### config.mk
export PLATFORM = sky130hd
export DESIGN_NAME = fwd_unit_pipe
export DESIGN_NICKNAME = d
export VERILOG_FILES = /design/src/rtl/fwd_unit_pipe_pkg.sv /design/src/rtl/fwd_unit_pipe_byte_sel.sv /design/src/rtl/fwd_unit_pipe.sv
export SDC_FILE = /design/constraint.sdc
export NUM_CORES = 1
export LEC_CHECK = 0
export ABC_CLOCK_PERIOD_IN_PS = 5300
export CAP_MARGIN = 20
export CORE_MARGIN = 2
export CORE_UTILIZATION = 25
export CTS_CLUSTER_DIAMETER = 150
export DETAILED_ROUTE_END_ITERATION = 10
export PLACE_DENSITY = 0.5
export SYNTH_ARGS = -nofsm -noshare
export SYNTH_HDL_FRONTEND = slang
export SYNTH_SLANG_ARGS = --single-unit
### constraint.sdc
create_clock -name Clk -period 5.3 [get_ports Clk]
set_input_delay 1.325 -clock Clk [delete_from_list [all_inputs] [get_ports Clk]]
set_output_delay 1.325 -clock Clk [all_outputs]
set_load 0.02 [all_outputs]
### src/rtl/fwd_unit_pipe_pkg.sv
// Shared register-id definitions, pair-to-half split helpers, shadow-pipe
// entry layout and FSM encoding for the forwarding unit.
package fwd_unit_pipe_pkg;

   localparam logic [4:0] R_R0 = 5'd0;
   localparam logic [4:0] R_A  = 5'd1;
   localparam logic [4:0] R_F  = 5'd2;
   localparam logic [4:0] R_B  = 5'd3;
   localparam logic [4:0] R_C  = 5'd4;
   localparam logic [4:0] R_D  = 5'd5;
   localparam logic [4:0] R_E  = 5'd6;
   localparam logic [4:0] R_H  = 5'd7;
   localparam logic [4:0] R_L  = 5'd8;
   localparam logic [4:0] R_AF = 5'd16;
   localparam logic [4:0] R_BC = 5'd17;
   localparam logic [4:0] R_DE = 5'd18;
   localparam logic [4:0] R_HL = 5'd19;

   typedef enum logic {
      ST_RUN  = 1'b0,
      ST_WAIT = 1'b1
   } fwd_state_e;

   typedef struct packed {
      logic        v;
      logic [4:0]  id;
      logic [15:0] res;
      logic [7:0]  flg;
      logic [7:0]  fm;
      logic        pend;
   } fwd_entry_t;

   // 8-bit ids have no high half; undefined pair codes split to rR0/rR0.
   function automatic logic [4:0] hi_id(input logic [4:0] id);
      case (id)
         R_AF:    hi_id = R_A;
         R_BC:    hi_id = R_B;
         R_DE:    hi_id = R_D;
         R_HL:    hi_id = R_H;
         default: hi_id = R_R0;
      endcase
   endfunction

   function automatic logic [4:0] lo_id(input logic [4:0] id);
      case (id)
         R_AF:    lo_id = R_F;
         R_BC:    lo_id = R_C;
         R_DE:    lo_id = R_E;
         R_HL:    lo_id = R_L;
         default: lo_id = id[4] ? R_R0 : id;
      endcase
   endfunction

endpackage

### src/rtl/fwd_unit_pipe_byte_sel.sv
// Youngest-first priority mux over the shadow pipe for one operand byte,
// with a per-bit merge mode for the flag register.
module fwd_byte_sel
   import fwd_unit_pipe_pkg::*;
#(
   parameter int NSTAGE = 2
) (
   input  fwd_entry_t [NSTAGE-1:0] entries,
   input  logic [4:0]              sel_id,
   input  logic                    hi_side,
   input  logic                    f_mode,
   input  logic [7:0]              rd_byte,
   input  logic [15:0]             ld_data,
   output logic [7:0]              byte_out,
   output logic                    pend_hit
);

   logic [15:0]       eff_res [NSTAGE];
   logic [NSTAGE-1:0] m_lo;
   logic [NSTAGE-1:0] m_hi;
   logic [NSTAGE-1:0] f_lo;
   logic [7:0]        pend_bits;

   for (genvar k = 0; k < NSTAGE; k++) begin : g_stage
      assign eff_res[k] = entries[k].pend ? ld_data : entries[k].res;
      assign m_lo[k] = entries[k].v && (entries[k].id != R_R0) && (sel_id != R_R0)
                       && (lo_id(entries[k].id) == sel_id);
      assign m_hi[k] = entries[k].v && (entries[k].id != R_R0) && (sel_id != R_R0)
                       && (hi_id(entries[k].id) == sel_id);
      assign f_lo[k] = entries[k].v && (lo_id(entries[k].id) == R_F);
   end

   // Walking oldest to youngest lets the youngest hit overwrite older ones.
   always_comb begin
      // NOTE: every output gets a default first so no path infers a latch.
      byte_out  = rd_byte;
      pend_hit  = 1'b0;
      pend_bits = '0;
      if (!f_mode) begin
         for (int k = NSTAGE - 1; k >= 0; k--) begin
            if (m_lo[k] || m_hi[k]) begin
               byte_out = (hi_side ? m_hi[k] : !m_lo[k]) ? eff_res[k][15:8]
                                                         : eff_res[k][7:0];
               pend_hit = entries[k].pend;
            end
         end
      end else begin
         for (int i = 0; i < 8; i++) begin
            for (int k = NSTAGE - 1; k >= 0; k--) begin
               if (entries[k].v && entries[k].fm[i]) begin
                  byte_out[i]  = entries[k].flg[i];
                  pend_bits[i] = entries[k].pend;
               end else if (f_lo[k]) begin
                  byte_out[i]  = eff_res[k][i];
                  pend_bits[i] = entries[k].pend;
               end
            end
         end
         pend_hit = |pend_bits;
      end
   end

endmodule

### src/rtl/fwd_unit_pipe.sv
// EXE-stage forwarding unit with its own shadow pipeline of write
// descriptors, load-use hazard detection and a stall-cycle counter.
module fwd_unit_pipe
   import fwd_unit_pipe_pkg::*;
#(
   parameter int NSRC   = 2,
   parameter int NSTAGE = 2,
   parameter int CNTW   = 16
) (
   input  logic                 Clk,
   input  logic                 Rst_n,
   input  logic [5*NSRC-1:0]    Rd_id,
   input  logic [16*NSRC-1:0]   Rd_data,
   input  logic [NSRC-1:0]      Rd_valid,
   input  logic                 Ex_valid,
   input  logic [4:0]           Ex_wr_id,
   input  logic [15:0]          Ex_result,
   input  logic [7:0]           Ex_flags,
   input  logic [7:0]           Ex_fmask,
   input  logic                 Ex_is_load,
   input  logic                 Ld_valid,
   input  logic [15:0]          Ld_data,
   input  logic                 Flush,
   output logic [16*NSRC-1:0]   Src,
   output logic                 Stall,
   output logic [CNTW-1:0]      Stall_cnt
);

   fwd_state_e              state, state_nxt;
   fwd_entry_t [NSTAGE-1:0] stages, stages_upd;
   fwd_entry_t              cap;
   logic [NSRC-1:0]         pend_dep;
   logic                    hazard;
   logic                    shift_en;

   for (genvar n = 0; n < NSRC; n++) begin : g_src
      logic [4:0] s_id, s_lo, s_hi;
      logic [7:0] lo_byte, hi_byte, lo_out;
      logic       lo_pend, hi_pend;

      assign s_id = Rd_id[5*n +: 5];
      assign s_lo = lo_id(s_id);
      assign s_hi = hi_id(s_id);

      fwd_byte_sel #(.NSTAGE(NSTAGE)) u_lo (
         .entries  (stages),
         .sel_id   (s_lo),
         .hi_side  (1'b0),
         .f_mode   (s_lo == R_F),
         .rd_byte  (Rd_data[16*n +: 8]),
         .ld_data  (Ld_data),
         .byte_out (lo_byte),
         .pend_hit (lo_pend)
      );

      fwd_byte_sel #(.NSTAGE(NSTAGE)) u_hi (
         .entries  (stages),
         .sel_id   (s_hi),
         .hi_side  (1'b1),
         .f_mode   (1'b0),
         .rd_byte  (Rd_data[16*n+8 +: 8]),
         .ld_data  (Ld_data),
         .byte_out (hi_byte),
         .pend_hit (hi_pend)
      );

      assign lo_out          = (s_id == R_R0) ? 8'h00 : lo_byte;
      assign Src[16*n +: 16] = {s_id[4] ? hi_byte : {8{lo_out[7]}}, lo_out};
      assign pend_dep[n]     = lo_pend | hi_pend;
   end

   assign hazard = (|(pend_dep & Rd_valid)) & ~Ld_valid;

   // Returning load data lands in the pending entry wherever it sits.
   always_comb begin
      for (int k = 0; k < NSTAGE; k++) begin
         stages_upd[k] = stages[k];
         if (Ld_valid && stages[k].pend) begin
            stages_upd[k].res  = Ld_data;
            stages_upd[k].pend = 1'b0;
         end
      end
   end

   always_comb begin
      state_nxt = state;
      Stall     = 1'b0;
      shift_en  = 1'b0;
      case (state)
         ST_RUN: begin
            Stall = hazard;
            if (stages[NSTAGE-1].pend && !Ld_valid) state_nxt = ST_WAIT;
            else                                    shift_en  = 1'b1;
         end
         ST_WAIT: begin
            Stall = 1'b1;
            if (Ld_valid) state_nxt = ST_RUN;
         end
      endcase
   end

   // A killed or stalled EXE slot enters as a bubble that can never go pending.
   always_comb begin
      cap      = '0;
      cap.v    = Ex_valid & ~Flush & ~Stall;
      cap.id   = Ex_wr_id;
      cap.res  = Ex_result;
      cap.flg  = Ex_flags;
      cap.fm   = Ex_fmask;
      cap.pend = Ex_is_load & cap.v;
   end

   always_ff @(posedge Clk or negedge Rst_n) begin
      if (!Rst_n) begin
         state     <= ST_RUN;
         // NOTE: the shadow pipe is a handful of flops, so whole entries are
         // reset and no X can reach the forwarding muxes.
         stages    <= '0;
         Stall_cnt <= '0;
      end else begin
         // NOTE: non-blocking assignments so every stage samples the
         // pre-edge value of its neighbour.
         state <= state_nxt;
         if (shift_en) begin
            stages[0] <= cap;
            for (int k = 1; k < NSTAGE; k++) stages[k] <= stages_upd[k-1];
         end else begin
            stages <= stages_upd;
         end
         if (Stall && (Stall_cnt != '1)) Stall_cnt <= Stall_cnt + CNTW'(1);
      end
   end

endmodule

==> metrics, run 1 <==
status=completed; via count=8,318; Worst Hold Class=register to register; Clock Skew=16.1 ps; area of placed instances=11,100 um^2; core area=32,500 um^2; Final Util=0.361; post-place setup slack=-935 ps; Yosys top cell by area=dfrtp_1; drt first pass iters=7; GRT Total Usage=0.188; post-synth net total=1,044; PnR worst setup slack=103 ps; global-route wire length before repair=49,400 um; cells after synthesis=940; Finished Cell Area=11,700 um^2; DPL Wire Length=25,300 um; clock network power share=0.239; Synth Warn #=0; Max-cap violations=0; die area=34,400 um^2; final WL=32,200 um; fill cell count=3,387; Num CTS Buffers=9; Final Hold Viols=0; gr ovfl total=0; commonest non-fill, non-tap cells in the layout=buf_4 (148), clkdlybuf4s50_1 (107), dfrtp_1 (95); # rows=66; Layout Nets=1,280; chip width=185 um; Seq pwr share=0.337; largest cells by area after synthesis=dfrtp_1 (29%), mux2i_1 (8.6%), mux2_2 (7.7%), a21oi_1 (4.0%), nand2_1 (3.4%); Slew Limit Fails=0; vias in the first global route=8,409; Comb power frac=0.425; Psw=1.09 mW; Post-route DRC=0; most common cell after layout, fill and taps aside=buf_4; Hold Slack=487 ps; share of post-route cells with drive strength above 1=0.301; crit path kind=input port to output port; CTS sink cnt=95; count of final setup violators=0; Initial Util=0.253; DR iter-0 viols=516; P_int=1.75 mW; Boundary Pins=152; Peak VDD IR=0.137 mV; CP Capture Type=output port; Post-synth EDFFs=0; post-synth cell types=89; Clock Latency Late Sink=360 ps; synthesized area=8230 um^2; Net Sw Frac=0.383; PortBufs=151; Final GP Congestion=0.976; largest net degree at the start of global routing=83; Syn Area/Cell=8.75 um^2; Critical Path Source Type=input port; Die Ht=185 um; TritonCTS clock tree=yes; Longest Clk Path Bufs=2; area delta synth->final=42.2%; Final period util=0.981; CTS clk-pin slew, worst paths=80 ps; Worst Path Required=3970 ps; fraction of registers with async set/reset=1.00; H-tree depth=3; LEAKAGE=4.91 nW; Worst EP arrival=3870 ps; Pwr per Cell Area=242 nW/um^2; Routed wire per std cell=19.9 um; min Tclk post-route=5200 ps; Routed Antenna Nets=0; Seq cells post-synth=95; initial antenna violation count=0; ant diodes=0; Via density=5.13; crit path max fanout=4; CTS root buffer=clkbuf_16; Slew @ Worst Pin=950 ps; worst rel slew slack=0.365; sequential area share after synthesis=0.289; Hold Buf Count CTS=0; Peak Freq=192 MHz; Synth top area share=0.289; most common flop cell mapped by yosys=dfrtp_1
-- synth_stat cells (all sizes together), types with 13 or more instances --
cell type,n
dfrtp,95
nand2,75
mux2i,71
a21oi,66
mux2,58
nor2,57
o21ai,55
clkbuf,46
inv,38
nor3,32
xor2,32
buf,27
xnor2,21
a211oi,19
a222oi,16
nor4,15
nand3,14
a31oi,13
-- power by group through the flow --
stage | clock [mW] | sequential (mW) | combinational (mW)
3_3_place_gp | 0 | 0.964 | 1.17
3_5_place_dp | 0 | 0.969 | 1.17
4_1_cts | 0.696 | 0.955 | 1.19
6_report | 0.677 | 0.954 | 1.20
2_1_floorplan | 0 | 0.924 | 0.665
5_1_grt | 0.723 | 0.972 | 1.30
-- cell type report --
class,count,area (um^2),area share
clock inverter,6,68.8,0.00588
timing repair buffer,298,2590,0.221
tap,442,553,0.0473
clock buffer,10,229,0.0196
sequential,95,2380,0.203
inverter,38,143,0.0122
multi-input combinational,734,5740,0.490
-- what timing repair did --
item | 4_1_cts | 5_1_grt
setup endpoints to repair | 33 | 33
pin swaps | 14 | 16
resized for setup | 216 | 39
buffers inserted | 7 | 5
-- flip-flops by register name, summed over array words and instances, names as in the netlist --
register	count
state	1
Stall_cnt	16
stages	78
-- per-stage QoR --
step | setup TNS, ps | power (mW) | cells
floorplan | 0 | 1.59 | 940
global placement | -22970 | 2.13 | 1594
detailed placement | -23670 | 2.14 | 1595
CTS | 0 | 2.84 | 1618
global route | -37.0 | 2.99 | 1623
finish | 0 | 2.84 | 1623
-- kinds of logic (layout without fill, tap and decap cells) --
| logic type | Yosys count | after routing | synth area share |
|---|---|---|---|
| simple gates | 287 | 287 | 0.202 |
| compound gates | 263 | 263 | 0.226 |
| buf+inv | 111 | 352 | 0.0567 |
| mux | 130 | 130 | 0.169 |
| xor+xnor | 53 | 53 | 0.0564 |
| flops | 95 | 95 | 0.289 |
| fa+ha+maj | 1 | 1 | 0.00152 |
-- worst paths after layout --
| kind | start | end | slack (ps) | cells past startpoint |
|---|---|---|---|---|
| setup / recovery | Rd_id[2] | Src[1] | 100 | 11 |
| hold / removal | Stall_cnt[15] | Stall_cnt[15] | 490 | 1 |
| max in group asynchronous | Rst_n | stages[49] | 3290 | 2 |
| min in group asynchronous | Rst_n | stages[13] | 1030 | 1 |
| hold reg to reg | Stall_cnt[15] | Stall_cnt[15] | 490 | 1 |
| setup reg to reg | stages[33] | Stall_cnt[12] | 1540 | 14 |
-- routing by layer --
metal / vias to the layer above / part of all wire / track usage
li1: 3983 / - / -
met4: 0 / 0.031 / 0.0679
met2: 243 / 0.46 / 0.304
met3: 51 / 0.043 / 0.0242
met1: 4041 / 0.46 / 0.256
met5: - / 0 / 0
-- critical path: stages --
cell	delay, ps
clkdlybuf4s15_2	240
or2_2	320
buf_4	160
a2111o_1	390
nor4_4	270
or2_4	220
o221ai_1	110
a31o_2	280
a211oi_2	250
buf_4	160
buf_4	130
Power figures use the tool's default switching activity.
==> run 2, diff against run 1 <==
HOLD_SLACK_MARGIN = 0.1   (was default)
==> results of run 2 <==
The final DEF is identical to that of run 1; final timing and power are the same.
==> edit 1 (settings of run 1) <==
`NSTAGE` is set to 2 in 2 places; all go to 4.
--- a/src/rtl/fwd_unit_pipe_byte_sel.sv
+++ b/src/rtl/fwd_unit_pipe_byte_sel.sv
@@ -3,7 +3,7 @@
 module fwd_byte_sel
    import fwd_unit_pipe_pkg::*;
 #(
-   parameter int NSTAGE = 2
+   parameter int NSTAGE = 4
 ) (
    input  fwd_entry_t [NSTAGE-1:0] entries,
    input  logic [4:0]              sel_id,
--- a/src/rtl/fwd_unit_pipe.sv
+++ b/src/rtl/fwd_unit_pipe.sv
@@ -4,7 +4,7 @@
    import fwd_unit_pipe_pkg::*;
 #(
    parameter int NSRC   = 2,
-   parameter int NSTAGE = 2,
+   parameter int NSTAGE = 4,
    parameter int CNTW   = 16
 ) (
    input  logic                 Clk,
Function: changed (a bounded check fails within 4 cycles, from zero or initial values and one cycle with Rst_n low).
==> edit 1 against run 1 <==
The flow now finishes with violations (negative setup slack). Synthesized cell count grew 100%. Synthesized area grew 80%. Sequential cell count grew 78. Final area grew 79%. Sequential share of layout area grew 0.30 points. Setup slack lost 430 ps. Total power grew 91%. Wire length grew 140%. Critical path type unchanged. Critical endpoint is now Src[13].
==> edit 1: results <==
{
  "synth_commonest_cells": "380 x nand2_1, 173 x dfrtp_1, 141 x o21ai_0",
  "clk_latency_ps": 510,
  "setup_viol": 29,
  "grt_pass1_vias": 15900,
  "yosysMostFrequentCell": "nand2_1",
  "routabilityCongestion": 0.986,
  "grt_max_degree": 102,
  "r2r_slack_ps": 1350,
  "grt_first_pass_wirelength_mm": 111,
  "worstPathMaxFanout": 8,
  "max_stage_delay_ps": 570,
  "synth_nets": 1998,
  "root_buffer": "clkbuf_16",
  "antenna_found_initial": 3,
  "power_switching_mw": 2.23,
  "reg2reg_depth": 15,
  "hp-start": "stages[124]",
  "finClkSkew_ps": 20.1,
  "p_leak_nw": 8.84,
  "yosysSeqAreaShare": 0.292,
  "wl_per_cell_um": 25.0,
  "reg_top3": "stages: 156 flops, Stall_cnt: 16 flops, state: 1 flops",
  "crit_arrival_ps": 4310,
  "status": "complete, but fails checks",
  "r2r_end": "Stall_cnt[1]",
  "hpwl_mm": 60.6,
  "ys_top_cells_by_area": "dfrtp_1 29%, nand2_1 9.6%, mux2i_1 7.6%",
  "drtIter0Drc": 1717,
  "netlist.area_leader.share": 0.292,
  "slowest_stage": "or4b_4",
  "tightestPinTransition_ps": 1040,
  "hp-class": "flip-flop to flip-flop",
  "ys_types": 100,
  "clockBufferDepth": 2,
  "drive_gt1_frac": 0.289,
  "worstReg2RegStart": "stages[115]",
  "finalMaxSlewViolations": 0,
  "nFillCells": 6146,
  "path_clk_slew_ps": 70,
  "grt_util_all_layers": 0.249,
  "drtPass1Iterations": 7,
  "yosys_warnings": 0,
  "io_buffers": 151,
  "h-tree-depth": 4,
  "async_flop_share": 1.00,
  "worst_slack_ps": -330,
  "viasPerCell": 5.47,
  "violations": "negative setup slack",
  "hold_path_end": "stages[124]",
  "nets": 2374,
  "placed_cell_area_mm2": 0.0196,
  "vdd_drop_max_uv": 227,
  "cts_buffers": 17,
  "holdPathStages": 2
}
[edit 1: cell types whose count changed after synthesis, sizes merged, moves of 27 or more]
| cell | change |
|---|---|
| a221oi | +29 |
| a31oi | +38 |
| clkbuf | +65 |
| dfrtp | +78 |
| mux2i | +41 |
| nand2 | +306 |
| nand3 | +27 |
| nor2 | +67 |
| o211ai | +31 |
| o21ai | +89 |
| o22ai | +30 |
| xnor2 | +45 |
[edit 1: how the worst max path moves through the flow]
stage,startpoint,to,slack (ps),depth (start not counted)
finish,Rd_id[2],Src[13],-330,14
global placement,Rd_id[8],Src[20],-1180,14
floorplan,Rd_id[3],Src[10],-180,13
global route,Rd_id[2],Src[13],-370,14
CTS,Rd_id[2],Src[8],-350,14
detailed placement,Rd_id[0],Src[1],-1160,14
[edit 1: cell type report]
type | count | area, µm² | area share
timing repair buffer | 521 | 4540 | 0.216
antenna | 1 | 2.50 | 0.000119
tap | 773 | 967 | 0.0461
multi-input combinational | 1519 | 10400 | 0.497
clock inverter | 11 | 129 | 0.00614
inverter | 38 | 145 | 0.00691
sequential | 173 | 4330 | 0.206
clock buffer | 19 | 453 | 0.0216
[edit 1: worst max-delay path, delay by kind of cell]
family / cells / cell delay, ps
simple gates: 7 / 2050
buf+inv: 4 / 560
compound gates: 2 / 230
xor+xnor: 1 / 130
[edit 1: timing repair]
item | CTS | global route
endpoints found under the hold margin | 0 | 0
setup endpoints to repair | 33 | 33
resized for setup | 333 | 41
buffers inserted | 34 | 6
pin swaps | 69 | 28
[edit 1: logic make-up (layout without fill, tap and decap cells)]
kind of cell               Yosys count  after routing  share of synthesized area
DFF                                173            173                      0.292
AOI/OAI and AO/OA                  529            529                      0.240
and+or+nand+nor                    726            726                      0.236
muxes                              159            159                      0.111
other                                0              1                          0
buffers and inverters              202            589                     0.0581
adders and majority gates            1              1                   0.000844
xor gates and xnor gates           104            104                     0.0615
[edit 1: power groups by stage]
stage               registers [mW]  clock network (mW)  logic [mW]
floorplan                     1.66                   0        1.13
global placement              1.73                   0        2.22
detailed placement            1.74                   0        2.23
CTS                           1.71                1.36        2.32
global route                  1.74                1.41        2.52
finish                        1.72                1.32        2.38
[edit 1: metal layers]
metal / routed length [µm] / vias to the layer above / GRT usage
met5: 0 / - / 0
li1: - / 7599 / -
met4: 2370 / 0 / 0.0784
met1: 34600 / 8339 / 0.346
met2: 34100 / 689 / 0.384
met3: 5500 / 87 / 0.0507
[edit 1: stage by stage]
stage	cells	TNS, ps	setup WS (ps)	hold slack, ps
4_1_cts	3053	-3920	-345	482
3_5_place_dp	3000	-33470	-1160	463
5_1_grt	3054	-6820	-371	495
2_1_floorplan	1894	-1440	-181	438
6_report	3055	-4280	-330	478
3_3_place_gp	3000	-33020	-1180	456
==> edit 2 (settings of run 1) <==
Made on the original files. Reset style: synchronous (`Rst_n`), changed in one clocked block.
--- a/src/rtl/fwd_unit_pipe.sv
+++ b/src/rtl/fwd_unit_pipe.sv
@@ -110,7 +110,7 @@
       cap.pend = Ex_is_load & cap.v;
    end
 
-   always_ff @(posedge Clk or negedge Rst_n) begin
+   always_ff @(posedge Clk) begin
       if (!Rst_n) begin
          state     <= ST_RUN;
          // NOTE: the shadow pipe is a handful of flops, so whole entries are
Function: differs if Rst_n is asserted again (counterexample within 4 cycles, from zero or initial values and one cycle with Rst_n low); with Rst_n held inactive, the same outputs for 4 cycles.
==> edit 2 against run 1 <==
The flow now finishes with violations (negative setup slack). Sequential cell count stayed put. Clock skew is 1.8 ps lower. Setup slack worse by 170 ps. Wire length is 6.3% higher. Hold slack worse by 23 ps. Synthesized area is 2.8% lower. Clock power is 4.6% higher. Total power is 26% lower. Final area is 2.5% lower. Critical endpoint is now Src[12]. Largest power group is now sequential cells.
==> edit 2: results <==
{
  "setup-tns-final_ps": -454,
  "switching_share": 0.327,
  "synth_nets": 1169,
  "ys_top_cells_by_area": "dfxtp_1 24%, nand2_1 7.1%, a21oi_1 7.0%",
  "synthFlopType": "dfxtp_1",
  "violations": "negative setup slack",
  "synth_mux_area_frac": 0.139,
  "setup_viol": 14,
  "max_stage_delay_ps": 520,
  "synth_commonest_cells": "151 x nand2_1, 112 x a21oi_1, 100 x nor2_1",
  "slowest_stage": "mux4_2",
  "grt_pass1_vias": 8971,
  "synth_xor_area_frac": 0.0482,
  "routabilityCongestion": 0.886,
  "reg2reg_depth": 13,
  "p_leak_nw": 4.29,
  "vias": 9063,
  "hp-start": "stages[54]",
  "max_slew_margin": 0.278,
  "ys_types": 83,
  "async_flop_share": 0,
  "wl_per_cell_um": 20.4,
  "area_delta_synth_final_pct": 42.6,
  "finClkSkew_ps": 14.3,
  "worst_slack_ps": -63.3,
  "worstPathMaxFanout": 8,
  "crit_arrival_ps": 4040,
  "grt_util_all_layers": 0.201,
  "placed_cell_area_mm2": 0.0107,
  "place_ws_ps": -903,
  "r2r_slack_ps": 1760,
  "synth.avg_cell_area_um2": 7.51,
  "status": "complete, but fails checks",
  "hold_ws_ps": 464,
  "power.density_mw_per_mm2": 184,
  "holdPathStages": 2,
  "grt_max_degree": 49,
  "hold_path_end": "stages[54]",
  "drtPass1Iterations": 5,
  "synth-adder-area-share": 0.00156,
  "r2r_end": "Stall_cnt[9]",
  "grt_first_pass_wirelength_mm": 52.1,
  "seq_power_share": 0.374,
  "synth_compound_area_frac": 0.268,
  "drtIter0Drc": 618,
  "p_comb_mw": 0.608
}
edit 2: final cells by class:
cell class,instances,area share
multi-input combinational,857,0.523
clock buffer,10,0.0201
sequential,95,0.167
tap,402,0.0441
inverter,23,0.00757
clock inverter,6,0.00680
timing repair buffer,289,0.231
edit 2: per-layer routing:
metal | track usage | wire [µm]
met5 | 0 | 0
met4 | 0.0688 | 1060
met3 | 0.0280 | 1630
met2 | 0.344 | 16400
met1 | 0.261 | 15200
edit 2: what timing repair did:
item,4_1_cts,5_1_grt
hold endpoints to repair,0,0
gates resized for setup,218,67
pin swaps,22,22
cloned,0,0
setup buffers,4,5
endpoints found under the setup margin,33,33
edit 2: worst max path at each step:
stage                     startpoint  slack, ps       to  depth (start not counted)
after global placement      Rd_id[4]       -920   Src[5]                         13
after CTS                   Rd_id[1]        -90  Src[12]                         12
after global routing        Rd_id[1]       -200  Src[13]                         12
after floorplan             Rd_id[5]         -3  Src[24]                         10
final                       Rd_id[1]        -60  Src[12]                         12
after detailed placement    Rd_id[4]       -900   Src[0]                         13
